**config.mk**
```make
export PLATFORM = sky130hd
export DESIGN_NAME = pc_stream_source
export DESIGN_NICKNAME = d
export VERILOG_FILES = /design/src/rtl/pc_stream_source.sv
export SDC_FILE = /design/constraint.sdc
export NUM_CORES = 1
export LEC_CHECK = 0
export BUFFER_PORTS_ARGS = -buffer_cell sky130_fd_sc_hd__buf_2
export CAP_MARGIN = 30
export CORE_AREA = 2 2 182 184
export CTS_BUF_LIST = sky130_fd_sc_hd__clkbuf_16
export DETAILED_ROUTE_END_ITERATION = 8
export DIE_AREA = 0 0 184 186
export PLACE_DENSITY = 0.73
export REMOVE_ABC_BUFFERS = 1
export SYNTH_ARGS = -nofsm -noshare
export SYNTH_HDL_FRONTEND = slang
export SYNTH_SLANG_ARGS = --single-unit
```
**constraint.sdc**
```tcl
create_clock -name clock -period 2.95 [get_ports clock]
set_input_delay 0.295 -clock clock [delete_from_list [all_inputs] [get_ports clock]]
set_output_delay 0.295 -clock clock [all_outputs]
set_load 0.1 [all_outputs]
```
**src/rtl/pc_stream_source.sv**
```systemverilog
// ---------------------------------------------------------------------------
// pc_stream_source
//
// PIO-programmed, length-bounded data source for the PCIe to-PC FIFO port.
// Each run emits exactly COUNT 64-bit words, either popped from the from-PC
// FIFO (loopback) or produced by an internal pattern generator (counter or
// LFSR). Downstream almost-full backpressure stalls issue; status is
// readable over PIO.
//
// Register map (word offsets from BASE_ADDR, which must be 4-aligned):
//   +0 CTRL   W: [1:0] mode (0 idle, 1 loopback, 2 counter, 3 LFSR),
//                [2] start pulse, [3] abort pulse (abort wins over start)
//             R: stored mode in [1:0]
//   +1 COUNT  W/R: [31:0] word count
//   +2 SEED   W/R: 64-bit pattern seed
//   +3 STATUS R: [0] busy, [1] done (sticky), [3:2] active mode,
//                [63:32] words remaining
//
// Ports:
//   clock, rst_n                 single clock, async active-low reset
//   pio_write_valid/read_valid   PIO strobes
//   pio_address                  13-bit PIO word address
//   pio_write_data               64-bit PIO write data
//   pio_read_data/_valid         registered one-cycle read response
//   fifo_from_pc_data/_empty     first-word-fall-through source FIFO
//   fifo_from_pc_read            combinational pop (loopback issue only)
//   fifo_to_pc_data/_write       registered sink FIFO write port
//   fifo_to_pc_almost_full       sink backpressure, sampled at issue
//   busy                         engine not idle
//
// Configuration macro: PC_STREAM_LFSR_EN
//   defined   -> mode 3 runs the LFSR generator
//   undefined -> no LFSR logic; mode 3 generates the counter pattern
//                (STATUS still reports mode 3)
// ---------------------------------------------------------------------------
module pc_stream_source #(
   parameter logic [12:0] BASE_ADDR = 13'h0100
) (
   input  logic        clock,
   input  logic        rst_n,
   input  logic        pio_write_valid,
   input  logic        pio_read_valid,
   input  logic [12:0] pio_address,
   input  logic [63:0] pio_write_data,
   output logic [63:0] pio_read_data,
   output logic        pio_read_data_valid,
   input  logic [63:0] fifo_from_pc_data,
   input  logic        fifo_from_pc_empty,
   output logic        fifo_from_pc_read,
   output logic [63:0] fifo_to_pc_data,
   output logic        fifo_to_pc_write,
   input  logic        fifo_to_pc_almost_full,
   output logic        busy
);

   typedef enum logic [1:0] {
      ST_IDLE  = 2'd0,
      ST_RUN   = 2'd1,
      ST_FLUSH = 2'd2
   } state_t;

   typedef enum logic [1:0] {
      MODE_OFF  = 2'd0,
      MODE_LOOP = 2'd1,
      MODE_CNT  = 2'd2,
      MODE_LFSR = 2'd3
   } mode_t;

   // ------------------------------------------------------------------
   // State
   // ------------------------------------------------------------------
   state_t      state_q,     state_d;
   mode_t       mode_q,      mode_d;       // programmed mode (CTRL)
   logic [31:0] count_q,     count_d;      // programmed COUNT
   logic [63:0] seed_q,      seed_d;       // programmed SEED
   mode_t       wmode_q,     wmode_d;      // working copy, latched at start
   logic [31:0] remaining_q, remaining_d;  // working count
   logic [63:0] pattern_q,   pattern_d;    // next generator word
   logic        done_q,      done_d;
   logic [63:0] out_data_q,  out_data_d;
   logic        out_write_q, out_write_d;
   logic [63:0] rd_data_q,   rd_data_d;
   logic        rd_valid_q,  rd_valid_d;

   // ------------------------------------------------------------------
   // PIO decode
   // ------------------------------------------------------------------
   logic       addr_hit;
   logic [1:0] reg_off;
   logic       wr_hit;
   logic       wr_ctrl;
   logic       start_req;
   logic       abort_req;
   mode_t      start_mode;

   assign addr_hit   = (pio_address[12:2] == BASE_ADDR[12:2]);
   assign reg_off    = pio_address[1:0];
   assign wr_hit     = pio_write_valid && addr_hit;
   assign wr_ctrl    = wr_hit && (reg_off == 2'd0);
   assign abort_req  = wr_ctrl && pio_write_data[3];
   assign start_req  = wr_ctrl && pio_write_data[2] && !pio_write_data[3];
   assign start_mode = mode_t'(pio_write_data[1:0]);

   // ------------------------------------------------------------------
   // Pattern generator
   // ------------------------------------------------------------------
   logic [63:0] seed_init;   // first word of a generator run
   logic [63:0] pattern_nx;  // successor of pattern_q for the active mode

`ifdef PC_STREAM_LFSR_EN
   always_comb begin
      seed_init  = seed_q;
      pattern_nx = pattern_q + 64'd1;
      // The all-zero state is a lock-up state of the LFSR.
      if (start_mode == MODE_LFSR && seed_q == '0) begin
         seed_init = 64'd1;
      end
      if (wmode_q == MODE_LFSR) begin
         pattern_nx = {pattern_q[62:0],
                       pattern_q[63] ^ pattern_q[62] ^ pattern_q[60] ^ pattern_q[59]};
      end
   end
`else
   always_comb begin
      seed_init  = seed_q;
      pattern_nx = pattern_q + 64'd1;
   end
`endif

   // ------------------------------------------------------------------
   // Issue condition
   // ------------------------------------------------------------------
   logic issue;

   // An abort write suppresses issue (and so any pop) in its own cycle.
   assign issue = (state_q == ST_RUN) && !abort_req &&
                  (remaining_q != '0) && !fifo_to_pc_almost_full &&
                  ((wmode_q != MODE_LOOP) || !fifo_from_pc_empty);

   assign fifo_from_pc_read = issue && (wmode_q == MODE_LOOP);

   // ------------------------------------------------------------------
   // Next-state logic
   // ------------------------------------------------------------------
   always_comb begin
      state_d     = state_q;
      mode_d      = mode_q;
      count_d     = count_q;
      seed_d      = seed_q;
      wmode_d     = wmode_q;
      remaining_d = remaining_q;
      pattern_d   = pattern_q;
      done_d      = done_q;
      out_data_d  = out_data_q;
      out_write_d = 1'b0;
      rd_valid_d  = 1'b0;
      rd_data_d   = '0;

      // Register writes are accepted in every state.
      if (wr_hit) begin
         case (reg_off)
            2'd0:    mode_d  = start_mode;
            2'd1:    count_d = pio_write_data[31:0];
            2'd2:    seed_d  = pio_write_data;
            default: ;
         endcase
      end

      case (state_q)
         ST_IDLE: begin
            if (start_req && start_mode != MODE_OFF) begin
               state_d     = ST_RUN;
               wmode_d     = start_mode;
               remaining_d = count_q;
               pattern_d   = seed_init;
               done_d      = 1'b0;
            end
         end

         ST_RUN: begin
            if (abort_req) begin
               state_d = ST_IDLE;
            end else begin
               if (issue) begin
                  out_write_d = 1'b1;
                  out_data_d  = (wmode_q == MODE_LOOP) ? fifo_from_pc_data : pattern_q;
                  pattern_d   = pattern_nx;
                  remaining_d = remaining_q - 32'd1;
               end
               // Leaves together with the last issue; COUNT=0 leaves at once.
               if (remaining_d == '0) begin
                  state_d = ST_FLUSH;
               end
            end
         end

         ST_FLUSH: begin
            state_d = ST_IDLE;
            if (!abort_req) begin
               done_d = 1'b1;
            end
         end

         default: state_d = ST_IDLE;
      endcase

      // Read response reflects register contents at the request cycle.
      if (pio_read_valid && addr_hit) begin
         rd_valid_d = 1'b1;
         case (reg_off)
            2'd0:    rd_data_d = {62'd0, mode_q};
            2'd1:    rd_data_d = {32'd0, count_q};
            2'd2:    rd_data_d = seed_q;
            default: rd_data_d = {remaining_q, 28'd0, wmode_q, done_q, (state_q != ST_IDLE)};
         endcase
      end
   end

   // ------------------------------------------------------------------
   // Registers
   // ------------------------------------------------------------------
   always_ff @(posedge clock or negedge rst_n) begin
      if (!rst_n) begin
         state_q     <= ST_IDLE;
         mode_q      <= MODE_OFF;
         count_q     <= '0;
         seed_q      <= '0;
         wmode_q     <= MODE_OFF;
         remaining_q <= '0;
         pattern_q   <= '0;
         done_q      <= 1'b0;
         out_data_q  <= '0;
         out_write_q <= 1'b0;
         rd_data_q   <= '0;
         rd_valid_q  <= 1'b0;
      end else begin
         state_q     <= state_d;
         mode_q      <= mode_d;
         count_q     <= count_d;
         seed_q      <= seed_d;
         wmode_q     <= wmode_d;
         remaining_q <= remaining_d;
         pattern_q   <= pattern_d;
         done_q      <= done_d;
         out_data_q  <= out_data_d;
         out_write_q <= out_write_d;
         rd_data_q   <= rd_data_d;
         rd_valid_q  <= rd_valid_d;
      end
   end

   assign fifo_to_pc_data     = out_data_q;
   assign fifo_to_pc_write    = out_write_q;
   assign pio_read_data       = rd_data_q;
   assign pio_read_data_valid = rd_valid_q;
   assign busy                = (state_q != ST_IDLE);

endmodule

```
==> reports/qor.yml <==
crit_path_end_kind: "primary output"
die_w_um: 184
vias: 14239
grtUsageTotal_pct: 28.9
post-route-cell-area_um2: 19700
crit_path_max_fanout: 6
place_ws_ps: 75.4
wl_um: 49500
worstMarginPinSlew_ps: 836
root_buffer: "clkbuf_16"
ys_warn_count: 0
m1WireLength_um: 21700
netlist_area_um2: 16200
clk_path_buf_depth: 3
switching_share_pct: 23.0
p_comb_share_pct: 4.9
drive_gt1_share_pct: 29.9
cts_tree: "done"
fmax_mhz: 350
cts_inserted_buffers: 36
die_area_um2: 34200
criticalPathCategory: "flop to primary output"
remaining_drc_errors: 0
synthDistinctLibCells: 75
cp.arrival_ps: 2560
crit_start: "remaining_q[21]"
num_io_pins: 279
top_layer: "met4"
fillers: 2754
dp_hpwl_um: 34000
setup_slack_ps: 95.8
cp-start-kind: "flop"
port_buffers: 278
synth_top_area_cell: "dfrtp_1"
gp_congestion: 0.955
hp-start: "pio_write_data[59]"
synth_ff_type: "dfrtp_1"
rsz0062_at_grt: "true"
initial_core_util_pct: 50.4
clk_latency_ps: 520
hold_viol: 0
setup_viol: 0
p_switching_mw: 2.15
fin_util_pct: 61.3
clk_pin_slew_ps: 60
drt.antenna.violating_nets: 0
p_clk_share_pct: 45.9
die_h_um: 186
slew_headroom_pct: 44.3
p_int_mw: 7.20
finalCriticalPeriod_ps: 2850
yosysSeqAreaShare_pct: 50.8
ir_worst_vdd_mv: 0.328
synth_area_leaders: "dfrtp_1, mux2_2, mux2i_1"
p_leak_nw: 9.33
yosys_register_bits: 329
core_area_um2: 32200
grt_max_degree: 181
drt-initial-drc-count: 1464
seq_area_um2: 8230
area_growth_pct: 21.8
async_flop_share_pct: 100
antenna_found_initial: 1
firstDrtPassIters: 5
row_count: 66
min_period_over_period_pct: 96.8
critPathRequiredTime_ps: 2650
multi_input_area_um2: 7540
fin_nets: 2047
setup-tns-final_ps: 0
wl_met2_um: 23000
routedWlPerCell_um: 21.2
hold_class: "input port to flop"
synth-edff-count: 0
status: "finished, final reports clean"
syn_inst: 1612
p_per_area_nw_per_um2: 474
post_dp_cell_area_um2: 18500
synth_top_cell_area_share_pct: 50.8
reg2reg_from: "remaining_q[21]"
report.final.slew_viol_count: 0
fin_skew_ps: 16.8
whs_ps: 10.5
via_per_inst: 6.10
cts_max_level: 2
grt_pass1_wl_um: 76900
syn_avg_cell_area_um2: 10.1
cap_violations: 0
seqPwrFrac_pct: 49.2
met3_length_um: 3230
clkSinkCount: 329
grt_overflow_total: 0
grt_pass1_vias: 13731
==> repair_timing <==
item	CTS	global route
buffers inserted	0	3
endpoints found under the setup margin	1	30
hold buffers	3	0
endpoints found under the hold margin	97	0
pin swaps	0	4
resized for setup	3	12
==> power by group through the flow <==
stage               logic, mW  clock network, mW  registers (mW)
floorplan               0.128                  0            4.68
global placement        0.447                  0            4.67
detailed placement      0.456                  0            4.68
CTS                     0.464               4.36            4.59
global route            0.512               4.57            4.60
finish                  0.463               4.29            4.60
==> cell usage after synthesis (all sizes together), types with 3 or more instances <==
| cell type | n |
|---|---|
| ha | 3 |
| a31oi | 28 |
| nand4 | 23 |
| o22a | 37 |
| inv | 17 |
| nor2 | 163 |
| o22ai | 24 |
| nor4b | 5 |
| a41oi | 7 |
| nand2b | 8 |
| nor2b | 7 |
| clkbuf | 93 |
| o21ai | 112 |
| mux2 | 102 |
| nor4bb | 3 |
| o32ai | 5 |
| a211oi | 5 |
| o2bb2ai | 3 |
| a2bb2oi | 20 |
| mux2i | 92 |
| o31a | 3 |
| nand2 | 131 |
| or2 | 7 |
| and4 | 14 |
| a21oi | 114 |
| buf | 36 |
| nand3 | 52 |
| nor3b | 4 |
| or3 | 8 |
| or4 | 9 |
| and2 | 4 |
| nor4 | 32 |
| a22oi | 37 |
| o31ai | 7 |
| dfrtp | 329 |
| and3 | 14 |
| o21a | 8 |
| nor3 | 17 |
==> final timing paths <==
kind / endpoint / slack [ps] / cells past startpoint
min in group asynchronous: fifo_to_pc_data[42] / 430 / 2
max reg2reg: state_q[0] / 120 / 7
max: fifo_from_pc_read / 100 / 6
min reg2reg: fifo_to_pc_data[26] / 470 / 2
min: seed_init[59] / 10 / 2
max in group asynchronous: seed_init[21] / 1660 / 3
==> flip-flops by register name (all words and copies together) (netlist names) <==
register             count
fifo_to_pc_data         64
pattern_q               64
pio_read_data           64
seed_init               64
count_q                 32
remaining_q             32
mode_q                   2
state_q                  2
wmode_q                  2
done_q                   1
fifo_to_pc_write         1
pio_read_data_valid      1
==> cell type report <==
type / count / area share (%)
Clock inverter: 28 / 0.957
Clock buffer: 37 / 4.69
Tap cell: 408 / 2.58
Antenna cell: 1 / 0.0127
Multi-Input combinational cell: 1137 / 38.2
Timing Repair Buffer: 376 / 11.5
Sequential cell: 329 / 41.7
Inverter: 17 / 0.323
==> worst max-delay path, stage by stage, from the launching register on <==
cell	delay (ps)
dfrtp_1	420
or4_4	530
nor3_4	290
nand3_2	170
buf_4	200
and3_1	250
buf_12	190
==> logic make-up (layout without fill, tap and decap cells) <==
group | count (synthesis) | after routing | share of synthesized area, %
other | 0 | 1 | 0
and+or+nand+nor | 508 | 508 | 15.5
adders and majority gates | 3 | 3 | 0.231
AOI/OAI and AO/OA | 428 | 428 | 16.7
muxes | 196 | 196 | 13.0
DFF | 329 | 329 | 50.8
xor gates and xnor gates | 2 | 2 | 0.108
buffers and inverters | 146 | 458 | 3.66
==> cells in the final DEF (no fill, tap or decap), types with 8 or more instances in the layout <==
master and instances:
dfrtp_1 329, buf_2 276, nor2_1 162, nand2_1 130
a21oi_1 113, o21ai_0 111, mux2_2 102, mux2i_1 92
buf_4 86, nand3_1 50, a22oi_1 37, clkbuf_16 37
o22a_1 36, a31oi_1 28, inv_1 25, nand4_1 23
o22ai_1 23, nor4_1 22, a2bb2oi_1 20, nor3_1 16
and3_1 14, and4_1 14, buf_12 9, nor4_2 8
o21a_1 8, clkinv_2 8
==> stage by stage <==
step	instances	total power, mW
2_1_floorplan	1483	4.81
3_3_place_gp	2260	5.12
3_5_place_dp	2260	5.13
4_1_cts	2328	9.42
5_1_grt	2333	9.68
6_report	2333	9.35
==> per-layer routing <==
| layer | up-vias | GRT usage (%) |
|---|---|---|
| li1 | 6500 | - |
| met1 | 7032 | 41.3 |
| met2 | 613 | 45.0 |
| met3 | 94 | 3.97 |
| met4 | 0 | 10.8 |
| met5 | - | 0 |
Power figures use the tool's default switching activity.
